**config.mk**
```make
export PLATFORM = sky130hd
export DESIGN_NAME = ir_sense_seq
export DESIGN_NICKNAME = d
export VERILOG_FILES = /design/src/rtl/ir_sense_seq.sv
export SDC_FILE = /design/constraint.sdc
export NUM_CORES = 1
export LEC_CHECK = 0
export ABC_CLOCK_PERIOD_IN_PS = 7100
export BUFFER_PORTS_ARGS = -buffer_cell sky130_fd_sc_hd__buf_2
export CORE_MARGIN = 1.5
export CORE_UTILIZATION = 60
export CTS_CLUSTER_DIAMETER = 50
export DETAILED_ROUTE_END_ITERATION = 10
export GPL_TIMING_DRIVEN = 0
export PLACE_DENSITY = 0.86
export SLEW_MARGIN = 20
export SYNTH_ARGS = -nofsm -noshare
export SYNTH_HDL_FRONTEND = slang
export SYNTH_SLANG_ARGS = --single-unit
```
**constraint.sdc**
```tcl
create_clock -name clk -period 7.1 [get_ports clk]
set_input_delay 0.71 -clock clk [delete_from_list [all_inputs] [get_ports clk]]
set_output_delay 0.71 -clock clk [all_outputs]
set_load 0.01 [all_outputs]
```
**src/rtl/ir_sense_seq.sv**
```systemverilog
// Per-frame IR wall-sensor sequencer: emitter settle, left/right A2D req/ack, open flags and saturated derivative.
// Latency: vld one clock after the right ack. A2D ack latency is unbounded; frame ticks that arrive while busy are dropped and flagged on ovr.
module ir_sense_seq #(
  parameter int          FRAME_CYC  = 4096,
  parameter int          SETTLE_CYC = 64,
  parameter logic [11:0] OPN_THRES  = 12'h600,
  parameter logic [2:0]  LFT_CHNL   = 3'd4,
  parameter logic [2:0]  RGHT_CHNL  = 3'd0
) (
  input  logic              clk,
  input  logic              rst_n,
  input  logic              en,
  output logic              a2d_req,
  output logic [2:0]        a2d_chnl,
  input  logic              a2d_ack,
  input  logic [11:0]       a2d_res,
  output logic              IR_en,
  output logic [11:0]       lft_IR,
  output logic [11:0]       rght_IR,
  output logic              lft_opn,
  output logic              rght_opn,
  output logic signed [8:0] IR_Dtrm,
  output logic              vld,
  output logic              ovr
);

  localparam int FW = $clog2(FRAME_CYC);
  localparam int SW = $clog2(SETTLE_CYC) + 1;
  localparam logic [FW-1:0] FRM_LAST = FW'(FRAME_CYC - 1);
  localparam logic [SW-1:0] SET_LAST = SW'(SETTLE_CYC - 1);

  typedef enum logic [2:0] {IDLE, SETTLE, REQ_L, GAP, REQ_R, UPDATE} state_t;

  state_t            state, state_nxt;
  logic [FW-1:0]     frm_cnt;
  logic [SW-1:0]     set_cnt;
  logic [11:0]       lft_reg;
  logic signed [12:0] err_prev;
  logic              first_frm;
  logic              tick, start, cap_l, upd;

  assign tick = en && (frm_cnt == FRM_LAST);

  always_ff @(posedge clk or negedge rst_n) begin
    if (!rst_n)            frm_cnt <= '0;
    else if (!en || tick)  frm_cnt <= '0;
    else                   frm_cnt <= frm_cnt + 1'b1;
  end

  always_ff @(posedge clk or negedge rst_n) begin
    if (!rst_n) state <= IDLE;
    else        state <= state_nxt;
  end

  always_comb begin
    state_nxt = state;
    a2d_req   = 1'b0;
    a2d_chnl  = 3'd0;
    vld       = 1'b0;
    ovr       = tick && (state != IDLE);
    start     = 1'b0;
    cap_l     = 1'b0;
    upd       = 1'b0;
    case (state)
      IDLE:   if (tick) begin state_nxt = SETTLE; start = 1'b1; end
      SETTLE: if (set_cnt == SET_LAST) state_nxt = REQ_L;
      REQ_L: begin
        a2d_req  = 1'b1;
        a2d_chnl = LFT_CHNL;
        if (a2d_ack) begin state_nxt = GAP; cap_l = 1'b1; end
      end
      GAP:    state_nxt = REQ_R;
      REQ_R: begin
        a2d_req  = 1'b1;
        a2d_chnl = RGHT_CHNL;
        if (a2d_ack) begin state_nxt = UPDATE; upd = 1'b1; end
      end
      UPDATE: begin vld = 1'b1; state_nxt = IDLE; end
      default: state_nxt = IDLE;
    endcase
    // Disable aborts the sequence; any ack arriving now is ignored.
    if (!en) begin
      state_nxt = IDLE;
      start     = 1'b0;
      cap_l     = 1'b0;
      upd       = 1'b0;
    end
  end

  always_ff @(posedge clk or negedge rst_n) begin
    if (!rst_n)           IR_en <= 1'b0;
    else if (start)       IR_en <= 1'b1;
    else if (upd || !en)  IR_en <= 1'b0;
  end

  always_ff @(posedge clk or negedge rst_n) begin
    if (!rst_n)                 set_cnt <= '0;
    else if (start)             set_cnt <= '0;
    else if (state == SETTLE)   set_cnt <= set_cnt + 1'b1;
  end

  always_ff @(posedge clk or negedge rst_n) begin
    if (!rst_n)     lft_reg <= '0;
    else if (cap_l) lft_reg <= a2d_res;
  end

  logic               lo_new, ro_new;
  logic signed [12:0] err_new;
  logic signed [13:0] d_full;
  logic signed [8:0]  d_sat;

  always_comb begin
    lo_new  = (lft_reg < OPN_THRES);
    ro_new  = (a2d_res < OPN_THRES);
    err_new = $signed({1'b0, lft_reg}) - $signed({1'b0, a2d_res});
    d_full  = $signed({err_new[12], err_new}) - $signed({err_prev[12], err_prev});
    // Clamp on the full 14-bit difference so large swings never wrap.
    if (d_full > 14'sd255)       d_sat = 9'sd255;
    else if (d_full < -14'sd256) d_sat = -9'sd256;
    else                         d_sat = d_full[8:0];
  end

  always_ff @(posedge clk or negedge rst_n) begin
    if (!rst_n) begin
      lft_IR    <= '0;
      rght_IR   <= '0;
      lft_opn   <= 1'b0;
      rght_opn  <= 1'b0;
      IR_Dtrm   <= '0;
      err_prev  <= '0;
      first_frm <= 1'b1;
    end else if (upd) begin
      lft_IR    <= lft_reg;
      rght_IR   <= a2d_res;
      lft_opn   <= lo_new;
      rght_opn  <= ro_new;
      IR_Dtrm   <= (first_frm || lo_new || ro_new) ? 9'sd0 : d_sat;
      err_prev  <= err_new;
      first_frm <= 1'b0;
    end
  end

endmodule
```
==> metrics.txt, run 1 <==
CP arrival=4.80 ns; synthesized area=4823 µm²; Critical Path Fanout Max=8; Clock Pin Slew Worst Setup and Hold Paths=0.09 ns; Critical Path End Type=flop; fmax=219.5 MHz; max FFs per register=13; vias in the first global route=3847; post-CTS setup buffer count=0; TritonCTS Sinks=84; Seq cells post-synth=84; first-pass GRT wire length=17970 µm; via/cell ratio=5.617; aggregate global-route resource usage=26.62%; Leak=2.692 nW; Setup crit start kind=input port; register area share after synthesis=43.61%; setup_tns=0 ns; count leader, synth=nand2_1; initial antenna violation count=0; final routed DRC violation total=0; ys flop type=dfrtp_1; hold crit path type=in -> async; clk_lat worst skew=0.37 ns; Area growth syn-to-layout=12.63%; Mean Syn Cell Area=9.476 µm²; FFs w/ async S/R, synth=100.0%; Largest Register=err_prev; Pwr Density=217.8 nW/µm²; Initial Utilization=62.10%; CP most frequent cell=ha_1; drt wl/cell=15.18 µm; grt ovf=0; H-tree depth=3; DPL Wire Length=7767 µm; CTS tree=done; Worst slew margin=52.45%; # setup viols final=0; CTS max path bufs=2; Yosys cell types=68; crit-path cells=buf_2, ha_1, fa_1, nor2b_1, o21ai_0, a21boi_0, o21ai_1, a211oi_1, o21a_1, nor2_1, ha_1, buf_6, and2_4, a41oi_1, nand2_1, or3_4, a21oi_2, a31oi_2, a221o_1; Post-synth EDFFs=0; max-slew violations=0; die height=92.66 µm; Max stage delay on crit path=0.41 ns; Root Buffer=clkbuf_8; Final min period=4.555 ns; CTS Hold Bufs=0; antenna viol nets, final=0; Final Core Density=69.94%; first-pass iteration count of the detailed router=4; # diodes=0; CTS Buf Count=9; # IOs=58; die width=92.66 µm; standard-cell rows=32; clk_skew=0.01325 ns; share of layout cells above drive strength 1=20.10%; Max Cap Violations=0; Data required, critical path=7.34 ns; Port Buf Inserts=55; DIE AREA=8586 µm²; Synth area leader=dfrtp_1; Slew @ Worst Pin=0.7073 ns; fin crit share=64.15%; outcome=complete, no violations; Area contributors post-synth=dfrtp_1, ha_1, nand2_1; synth cell count leaders=nand2_1, dfrtp_1, inv_1, nor2_1, o21ai_0; RSZ-0062 raised after global routing=no; synth warn=0; Yosys top cell area share=43.06%; Hold Fails Final Rpt=0; vias=3842; nets=622; largest net degree at the start of global routing=46; post-cts sizing count=0; core footprint=7767 µm²; Slowest-stage cell, CP=fa_1; initial DRC count=195; Max VDD drop=0.0001016 V; Post-Synthesis Cells=509; final wirelength=10390 µm; final RePlAce weighted congestion=0.8441; Crit Path Class=in -> reg
## worst max-delay path: cells and delay by family
kind | cells | cell delay (ns)
adder cells (fa/ha/maj) | 3 | 0.92
buffers and inverters | 2 | 0.26
AO/OA/AOI/OAI | 9 | 2.04
AND/OR/NAND/NOR | 5 | 0.87
## power breakdown
part	switching, mW	internal (mW)	total [mW]
sequential	0.0166	0.500	0.516
combinational	0.203	0.142	0.345
clock	0.177	0.145	0.322
## final cells by class
type / instances / area (µm²)
multi-input combinational: 376 / 2505
fill: 590 / 2335
sequential: 84 / 2103
timing repair buffer: 56 / 297.8
clock buffer: 12 / 155.1
inverter: 34 / 127.6
tap: 102 / 127.6
buffer: 16 / 91.34
clock inverter: 4 / 25.02
## logic make-up (layout without fill, tap and decap cells)
group           Yosys count  in the layout  share of synthesized area, %
flops                    84             84                         43.61
mux                      19             19                         4.358
simple gates            198            198                         20.00
fa+ha+maj                29             29                         7.834
other cells               1              2                       0.07775
compound gates          101            101                         14.68
xor+xnor                 27             27                         4.903
buf+inv                  50            122                         4.539
## stage by stage
step	area (µm²)	std cells	setup WS, ns	hold WS [ns]	power (mW)
after floorplan	4827	510	2.782	0.4144	0.7831
after global placement	5230	667	2.330	0.4548	0.8465
after detailed placement	5253	668	2.268	0.4573	0.8644
after CTS	5433	684	2.615	0.3395	1.183
after global routing	5433	684	2.238	0.3579	1.252
final	5433	684	2.545	0.3320	1.183
## routing by layer
layer / wire [µm] / global-route usage (%) / vias up
met3: 345 / 5.583 / 15
met1: 4714 / 34.51 / 1869
met2: 5184 / 45.65 / 65
met4: 141 / 6.566 / 0
met5: 0 / 0 / -
li1: - / - / 1893
## worst paths after layout
| path | endpoint | depth (start not counted) | slack, ns | start |
|---|---|---|---|---|
| setup / recovery | IR_Dtrm[4]$_DFFE_PN0P_ | 19 | 2.55 | a2d_res[0] |
| hold / removal | err_prev[6]$_DFFE_PN0P_ | 1 | 0.33 | rst_n |
| setup reg to reg | IR_Dtrm[4]$_DFFE_PN0P_ | 19 | 2.64 | lft_reg[0]$_DFFE_PN0P_ |
| hold reg to reg | lft_IR[8]$_DFFE_PN0P_ | 2 | 0.48 | lft_IR[8]$_DFFE_PN0P_ |
| max in group asynchronous | first_frm$_DFFE_PN1P_ | 2 | 6.09 | rst_n |
| min in group clk | lft_IR[8]$_DFFE_PN0P_ | 2 | 0.48 | lft_IR[8]$_DFFE_PN0P_ |
## placed cells by master, fill, tap and decap left out, drive strengths merged, types with 3 or more instances in the layout
cell type	instances
nor2	34
nor4	4
o31ai	5
buf	62
and3	7
a211oi	3
xor2	11
o2111ai	3
mux2i	3
dfrtp	83
nor3	13
inv	34
a21oi	20
ha	27
a221o	6
nand4	4
nand2	90
nand3	9
a21o	4
mux2	16
and2	9
or3	6
o21ai	33
o21a	8
clkbuf	22
or2	4
xnor2	16
nor2b	10
Note: power is estimated with default switching activity, not from simulation.
==> inputs of run 2 (changes only) <==
--- a/config.mk
+++ b/config.mk
@@ -5,14 +5,14 @@
 export SDC_FILE = /design/constraint.sdc
 export NUM_CORES = 1
 export LEC_CHECK = 0
-export ABC_CLOCK_PERIOD_IN_PS = 7100
+export ABC_CLOCK_PERIOD_IN_PS = 4710
 export BUFFER_PORTS_ARGS = -buffer_cell sky130_fd_sc_hd__buf_2
 export CORE_MARGIN = 1.5
-export CORE_UTILIZATION = 60
+export CORE_UTILIZATION = 59
 export CTS_CLUSTER_DIAMETER = 50
 export DETAILED_ROUTE_END_ITERATION = 10
 export GPL_TIMING_DRIVEN = 0
-export PLACE_DENSITY = 0.86
+export PLACE_DENSITY = 0.85
 export SLEW_MARGIN = 20
 export SYNTH_ARGS = -nofsm -noshare
 export SYNTH_HDL_FRONTEND = slang
==> constraint.sdc (replaced) <==
create_clock -name clk -period 4.71 [get_ports clk]
set_input_delay 0.471 -clock clk [delete_from_list [all_inputs] [get_ports clk]]
set_output_delay 0.471 -clock clk [all_outputs]
set_load 0.01 [all_outputs]
==> metrics.txt, run 2 (synthesized netlist as in run 1, its figures left out) <==
Clock Pin Slew Worst Setup and Hold Paths=0.09 ns (about the same); crit-path cells=inv_1, ha_1, fa_1, nor2b_1, o21ai_0, a21boi_1, o21ai_1, a211oi_2, o21a_1, nor2_1, ha_1, buf_6, and2_4, and3_4, and4_4, or3_4, o2111ai_1, o31ai_4, buf_4, a221o_1 (was buf_2, ha_1, fa_1, nor2b_1, o21ai_0, a21boi_0, o21ai_1, a211oi_1, o21a_1, nor2_1, ha_1, buf_6, and2_4, a41oi_1, nand2_1, or3_4, a21oi_2, a31oi_2, a221o_1); CTS tree=done (unchanged); die width=93.42 µm (was 92.66 µm); Largest delay share family, worst path=compound AO/OA/AOI/OAI gates (unchanged); CTS Buf Count=9 (unchanged); register area=2103 µm² (unchanged); Slowest-stage cell, CP=fa_1 (unchanged); Setup crit start kind=flop (was input port); Pwr Density=328.2 nW/µm² (was 217.8 nW/µm²); grt ovf=0 (unchanged); commonest cells after routing, fill and taps aside=nand2_1, dfrtp_1, buf_2 (unchanged); hold crit path type=in -> async (unchanged); DIE AREA=8726 µm² (was 8586 µm²); Critical Path End Type=flop (unchanged); fmax=225.3 MHz; Largest Register=err_prev (unchanged); via/cell ratio=5.672 (was 5.617); max-slew violations=0 (unchanged); Crit Path Class=reg -> reg (was in -> reg); H-tree depth=3 (unchanged); Max Cap Violations=0 (unchanged); antenna viol nets, final=0 (unchanged); initial DRC count=287 (was 195); TritonCTS Sinks=84 (unchanged); setup ws final=0.2706 ns (was 2.545 ns); Area growth syn-to-layout=13.00% (was 12.63%); Worst Path Buf+Inv=3 (was 2); drt wl/cell=15.22 µm (was 15.18 µm); # diodes=0 (unchanged); standard-cell rows=32 (unchanged); Final min period=4.439 ns; CTS max path bufs=2 (unchanged); aggregate global-route resource usage=26.23% (was 26.62%); CP most frequent cell=ha_1 (unchanged); final RePlAce weighted congestion=0.8604 (was 0.8441); most common cell after layout, fill and taps aside=nand2_1 (unchanged); Slew @ Worst Pin=0.7067 ns (was 0.7073 ns); Worst slew margin=52.50% (was 52.45%); # IOs=58 (unchanged); worst hold margin=0.09355 ns (was 0.3320 ns); outcome=complete, no violations (unchanged); vias in the first global route=3918 (was 3847); Final Core Density=69.81% (was 69.94%); first-pass iteration count of the detailed router=4 (unchanged); die height=93.42 µm (was 92.66 µm); total power=1.789 mW (was 1.183 mW); Initial Utilization=61.78% (was 62.10%); Port Buf Inserts=55 (unchanged); Critical Path Fanout Max=8 (unchanged); vias=3885 (was 3842); max FFs per register=13 (unchanged); Placement Cell Area=5253 µm² (unchanged); CP arrival=4.68 ns (was 4.80 ns); setup_tns=0 ns (unchanged); Placed Cells incl. Taps=668 (unchanged); share of layout cells above drive strength 1=20.58% (was 20.10%); Layout Cell Area excl Fill=5450 µm² (was 5433 µm²); Hold Fails Final Rpt=0 (unchanged); Non-Filler Instances=685 (was 684); RSZ-0062 raised after global routing=no (unchanged); final wirelength=10430 µm (was 10390 µm); # setup viols final=0 (unchanged); initial antenna violation count=0 (unchanged); Root Buffer=clkbuf_8 (unchanged); nets=623 (was 622); final routed DRC violation total=0 (unchanged); DPL Wire Length=7835 µm (was 7767 µm); area of the multi-input gates=2510 µm² (was 2505 µm²); clk_lat worst skew=0.36 ns (was 0.37 ns); fill count=582 (was 590); clk_skew=0.01201 ns (was 0.01325 ns); Max VDD drop=0.0001582 V (was 0.0001016 V); Leak=2.703 nW (was 2.692 nW); largest net degree at the start of global routing=45 (was 46); Data required, critical path=4.96 ns (was 7.34 ns); dpl ws=0.01631 ns (was 2.268 ns); CTS Hold Bufs=0 (unchanged); first-pass GRT wire length=18010 µm (was 17970 µm); Max stage delay on crit path=0.42 ns (was 0.41 ns); core footprint=7807 µm² (was 7767 µm²); fin crit share=94.25%
==> run 2: cell count changes in the layout (fill, tap and decap cells not counted) <==
cell,change
clkinv_4,+2
inv_6,+2
a211oi_1,-1
a211oi_2,+1
a21boi_0,-1
a21boi_1,+1
buf_4,+1
clkbuf_1,-1
clkbuf_8,-1
clkinv_2,-1
clkinvlp_4,-1
==> run 2: final timing paths <==
kind	start	to	slack, ns	cells after the start
hold reg to reg	rght_opn$_DFFE_PN0P_	rght_opn$_DFFE_PN0P_	0.48	2
min in group clk	a2d_res[8]	lft_reg[8]$_DFFE_PN0P_	0.36	2
hold / removal	rst_n	set_cnt[3]$_DFFE_PN0P_	0.09	1
setup / recovery	lft_reg[0]$_DFFE_PN0P_	IR_Dtrm[3]$_DFFE_PN0P_	0.27	20
setup reg to reg	lft_reg[0]$_DFFE_PN0P_	IR_Dtrm[3]$_DFFE_PN0P_	0.27	20
max in group asynchronous	rst_n	rght_IR[4]$_DFFE_PN0P_	4.00	2
==> run 2: what timing repair did <==
action,in CTS,in global routing
endpoints found under the setup margin,0,8
setup buffers,0,1
resized for setup,0,2
==> run 2: power breakdown <==
| group | switching [mW] | leakage [nW] | internal [mW] |
|---|---|---|---|
| combinational | 0.308 | 1.50 | 0.215 |
| clock | 0.277 | 0.0933 | 0.211 |
| sequential | 0.0250 | 1.11 | 0.753 |
==> run 2: cell type report <==
class,instances,share of cell area (%)
plain buffers,16,1.676
clock buffers,10,2.525
clock inverters,6,0.8724
inverters,34,2.342
multi-input cells,376,46.05
flip-flops and latches,84,38.59
well taps,102,2.342
repair buffers,57,5.601
==> run 2: routing by layer <==
| layer | up-vias | wire, µm | track usage, % |
|---|---|---|---|
| met5 | - | 0 | 0 |
| met4 | 0 | 189 | 9.217 |
| met3 | 15 | 437 | 4.065 |
| met2 | 93 | 5284 | 45.23 |
| met1 | 1894 | 4517 | 33.32 |
| li1 | 1883 | - | - |
==> inputs of run 3 (changes only) <==
--- a/config.mk
+++ b/config.mk
@@ -5,14 +5,14 @@
 export SDC_FILE = /design/constraint.sdc
 export NUM_CORES = 1
 export LEC_CHECK = 0
-export ABC_CLOCK_PERIOD_IN_PS = 4710
 export BUFFER_PORTS_ARGS = -buffer_cell sky130_fd_sc_hd__buf_2
 export CORE_MARGIN = 1.5
 export CORE_UTILIZATION = 59
 export CTS_CLUSTER_DIAMETER = 50
+export CTS_CLUSTER_SIZE = 25
 export DETAILED_ROUTE_END_ITERATION = 10
 export GPL_TIMING_DRIVEN = 0
-export PLACE_DENSITY = 0.85
+export PLACE_DENSITY = 0.81
 export SLEW_MARGIN = 20
 export SYNTH_ARGS = -nofsm -noshare
 export SYNTH_HDL_FRONTEND = slang
==> metrics.txt, run 3 (synthesized netlist as in run 1, its figures left out) <==
Data required, critical path=4.98 ns (was 4.96 ns); worst reg2reg setup slack=0.39 ns (was 0.27 ns); Max stage delay on crit path=0.45 ns (was 0.42 ns); final RePlAce weighted congestion=0.8854 (was 0.8604); vias in the first global route=3885 (was 3918); Port Buf Inserts=55 (unchanged); Worst slew margin=51.30% (was 52.50%); Final min period=4.321 ns (was 4.439 ns); DIE AREA=8726 µm² (unchanged); hold crit path type=in -> async (unchanged); Largest Register=err_prev (unchanged); cell count along the critical path=19 (was 20); largest net degree at the start of global routing=46 (was 45); Largest delay share family, worst path=compound AO/OA/AOI/OAI gates (unchanged); Area growth syn-to-layout=14.01% (was 13.00%); initial DRC count=181 (was 287); RSZ-0062 raised after global routing=no (unchanged); H-tree depth=3 (unchanged); Initial Utilization=61.78% (unchanged); Hold Fails Final Rpt=0 (unchanged); # diodes=0 (unchanged); Critical Path Fanout Max=8 (unchanged); TritonCTS Sinks=84 (unchanged); DPL Wire Length=7856 µm (was 7835 µm); Critical Path End Type=flop (unchanged); clk_lat worst skew=0.35 ns (was 0.36 ns); antenna viol nets, final=0 (unchanged); CTS Buf Count=9 (unchanged); CTS max path bufs=2 (unchanged); Register-to-Register Path Depth=19 (was 20); first-pass iteration count of the detailed router=5 (was 4); # setup viols final=0 (unchanged); final routed DRC violation total=0 (unchanged); CP arrival=4.59 ns (was 4.68 ns); outcome=complete, no violations (unchanged); fin crit share=91.74% (was 94.25%); die height=93.42 µm (unchanged); Crit Path Class=reg -> reg (unchanged); vias=3856 (was 3885); Max VDD drop=0.0002247 V (was 0.0001582 V); Slowest-stage cell, CP=o31ai_4 (was fa_1); Pwr Density=345.3 nW/µm² (was 328.2 nW/µm²); Setup crit start kind=flop (unchanged); first-pass GRT wire length=18100 µm (was 18010 µm); die width=93.42 µm (unchanged); Final Core Density=70.43% (was 69.81%); nets=622 (was 623); commonest cells after routing, fill and taps aside=nand2_1, dfrtp_1, buf_2 (unchanged); share of layout cells above drive strength 1=20.31% (was 20.58%); grt ovf=0 (unchanged); max-slew violations=0 (unchanged); Slew @ Worst Pin=0.7244 ns (was 0.7067 ns); core footprint=7807 µm² (unchanged); Worst Path Buf+Inv=2 (was 3); crit-path cells=inv_1, ha_1, fa_1, nor2b_1, o21ai_0, a21boi_1, o21ai_1, a211oi_2, o21a_1, nor2_1, ha_1, buf_6, and2_4, and3_4, and4_4, o21ai_1, o2111ai_1, o31ai_4, a2bb2oi_1 (was inv_1, ha_1, fa_1, nor2b_1, o21ai_0, a21boi_1, o21ai_1, a211oi_2, o21a_1, nor2_1, ha_1, buf_6, and2_4, and3_4, and4_4, or3_4, o2111ai_1, o31ai_4, buf_4, a221o_1); max FFs per register=13 (unchanged); initial antenna violation count=0 (unchanged); setup_tns=0 ns (unchanged); clk_skew=0.009019 ns (was 0.01201 ns); Clock Pin Slew Worst Setup and Hold Paths=0.09 ns (about the same); final wirelength=10460 µm (was 10430 µm); via/cell ratio=5.646 (was 5.672); drt wl/cell=15.31 µm (was 15.22 µm); worst reg2reg startpoint=lft_reg[0]$_DFFE_PN0P_ (unchanged); r2r endpoint=IR_Dtrm[1]$_DFFE_PN0P_ (was IR_Dtrm[3]$_DFFE_PN0P_); Max Cap Violations=0 (unchanged); Leak=2.726 nW (was 2.703 nW); Root Buffer=clkbuf_8 (unchanged); CTS tree=done (unchanged); setup ws final=0.3890 ns (was 0.2706 ns); aggregate global-route resource usage=26.50% (was 26.23%); standard-cell rows=32 (unchanged); # IOs=58 (unchanged); dpl ws=0.08765 ns (was 0.01631 ns); most common cell after layout, fill and taps aside=nand2_1 (unchanged); fmax=231.4 MHz (was 225.3 MHz)
[run 3: timing repair]
| action | in CTS | in global routing |
|---|---|---|
| gates resized for setup | 0 | 2 |
| buffers inserted | 0 | 0 |
| hold buffers | 0 | 0 |
| endpoints found under the hold margin | 0 | 0 |
| endpoints found under the setup margin | 0 | 8 |
[run 3: how the worst max path moves through the flow]
stage | startpoint | end
5_1_grt | lft_reg[0]$_DFFE_PN0P_ | IR_Dtrm[1]$_DFFE_PN0P_
4_1_cts | lft_reg[0]$_DFFE_PN0P_ | IR_Dtrm[4]$_DFFE_PN0P_
3_5_place_dp | a2d_res[0] | IR_Dtrm[6]$_DFFE_PN0P_
3_3_place_gp | a2d_res[0] | IR_Dtrm[4]$_DFFE_PN0P_
6_report | lft_reg[0]$_DFFE_PN0P_ | IR_Dtrm[1]$_DFFE_PN0P_
2_1_floorplan | a2d_res[0] | IR_Dtrm[2]$_DFFE_PN0P_
[run 3: layer usage]
metal / wire [µm] / global-route usage (%)
met1: 4542 / 33.19
met2: 5298 / 45.71
met3: 405 / 4.146
met4: 212 / 10.35
met5: 0 / 0
[run 3: where the power goes]
| group | leakage (nW) | internal, mW | switching (mW) | total [mW] |
|---|---|---|---|---|
| sequential | 1.11 | 0.753 | 0.0243 | 0.778 |
| clock | 0.119 | 0.340 | 0.254 | 0.595 |
| combinational | 1.49 | 0.216 | 0.311 | 0.527 |
| total | 2.73 | 1.31 | 0.589 | 1.90 |
[run 3: cell type report]
cell class / count / area (µm²)
Tap cell: 102 / 127.6
Sequential cell: 84 / 2103
Multi-Input combinational cell: 376 / 2510
Inverter: 34 / 127.6
Clock inverter: 3 / 68.82
Buffer: 16 / 91.34
Clock buffer: 12 / 165.2
Fill cell: 604 / 2308
Timing Repair Buffer: 56 / 305.3
[run 3: per-stage QoR]
| step | cells | hold WS, ns | instance area, µm² | power (mW) |
|---|---|---|---|---|
| global placement | 667 | 0.4567 | 5230 | 1.283 |
| detailed placement | 668 | 0.4564 | 5260 | 1.306 |
| finish | 683 | 0.09646 | 5499 | 1.899 |
| global route | 683 | 0.1227 | 5499 | 2.008 |
| CTS | 683 | 0.1010 | 5494 | 1.905 |
| floorplan | 510 | 0.1754 | 4827 | 1.181 |
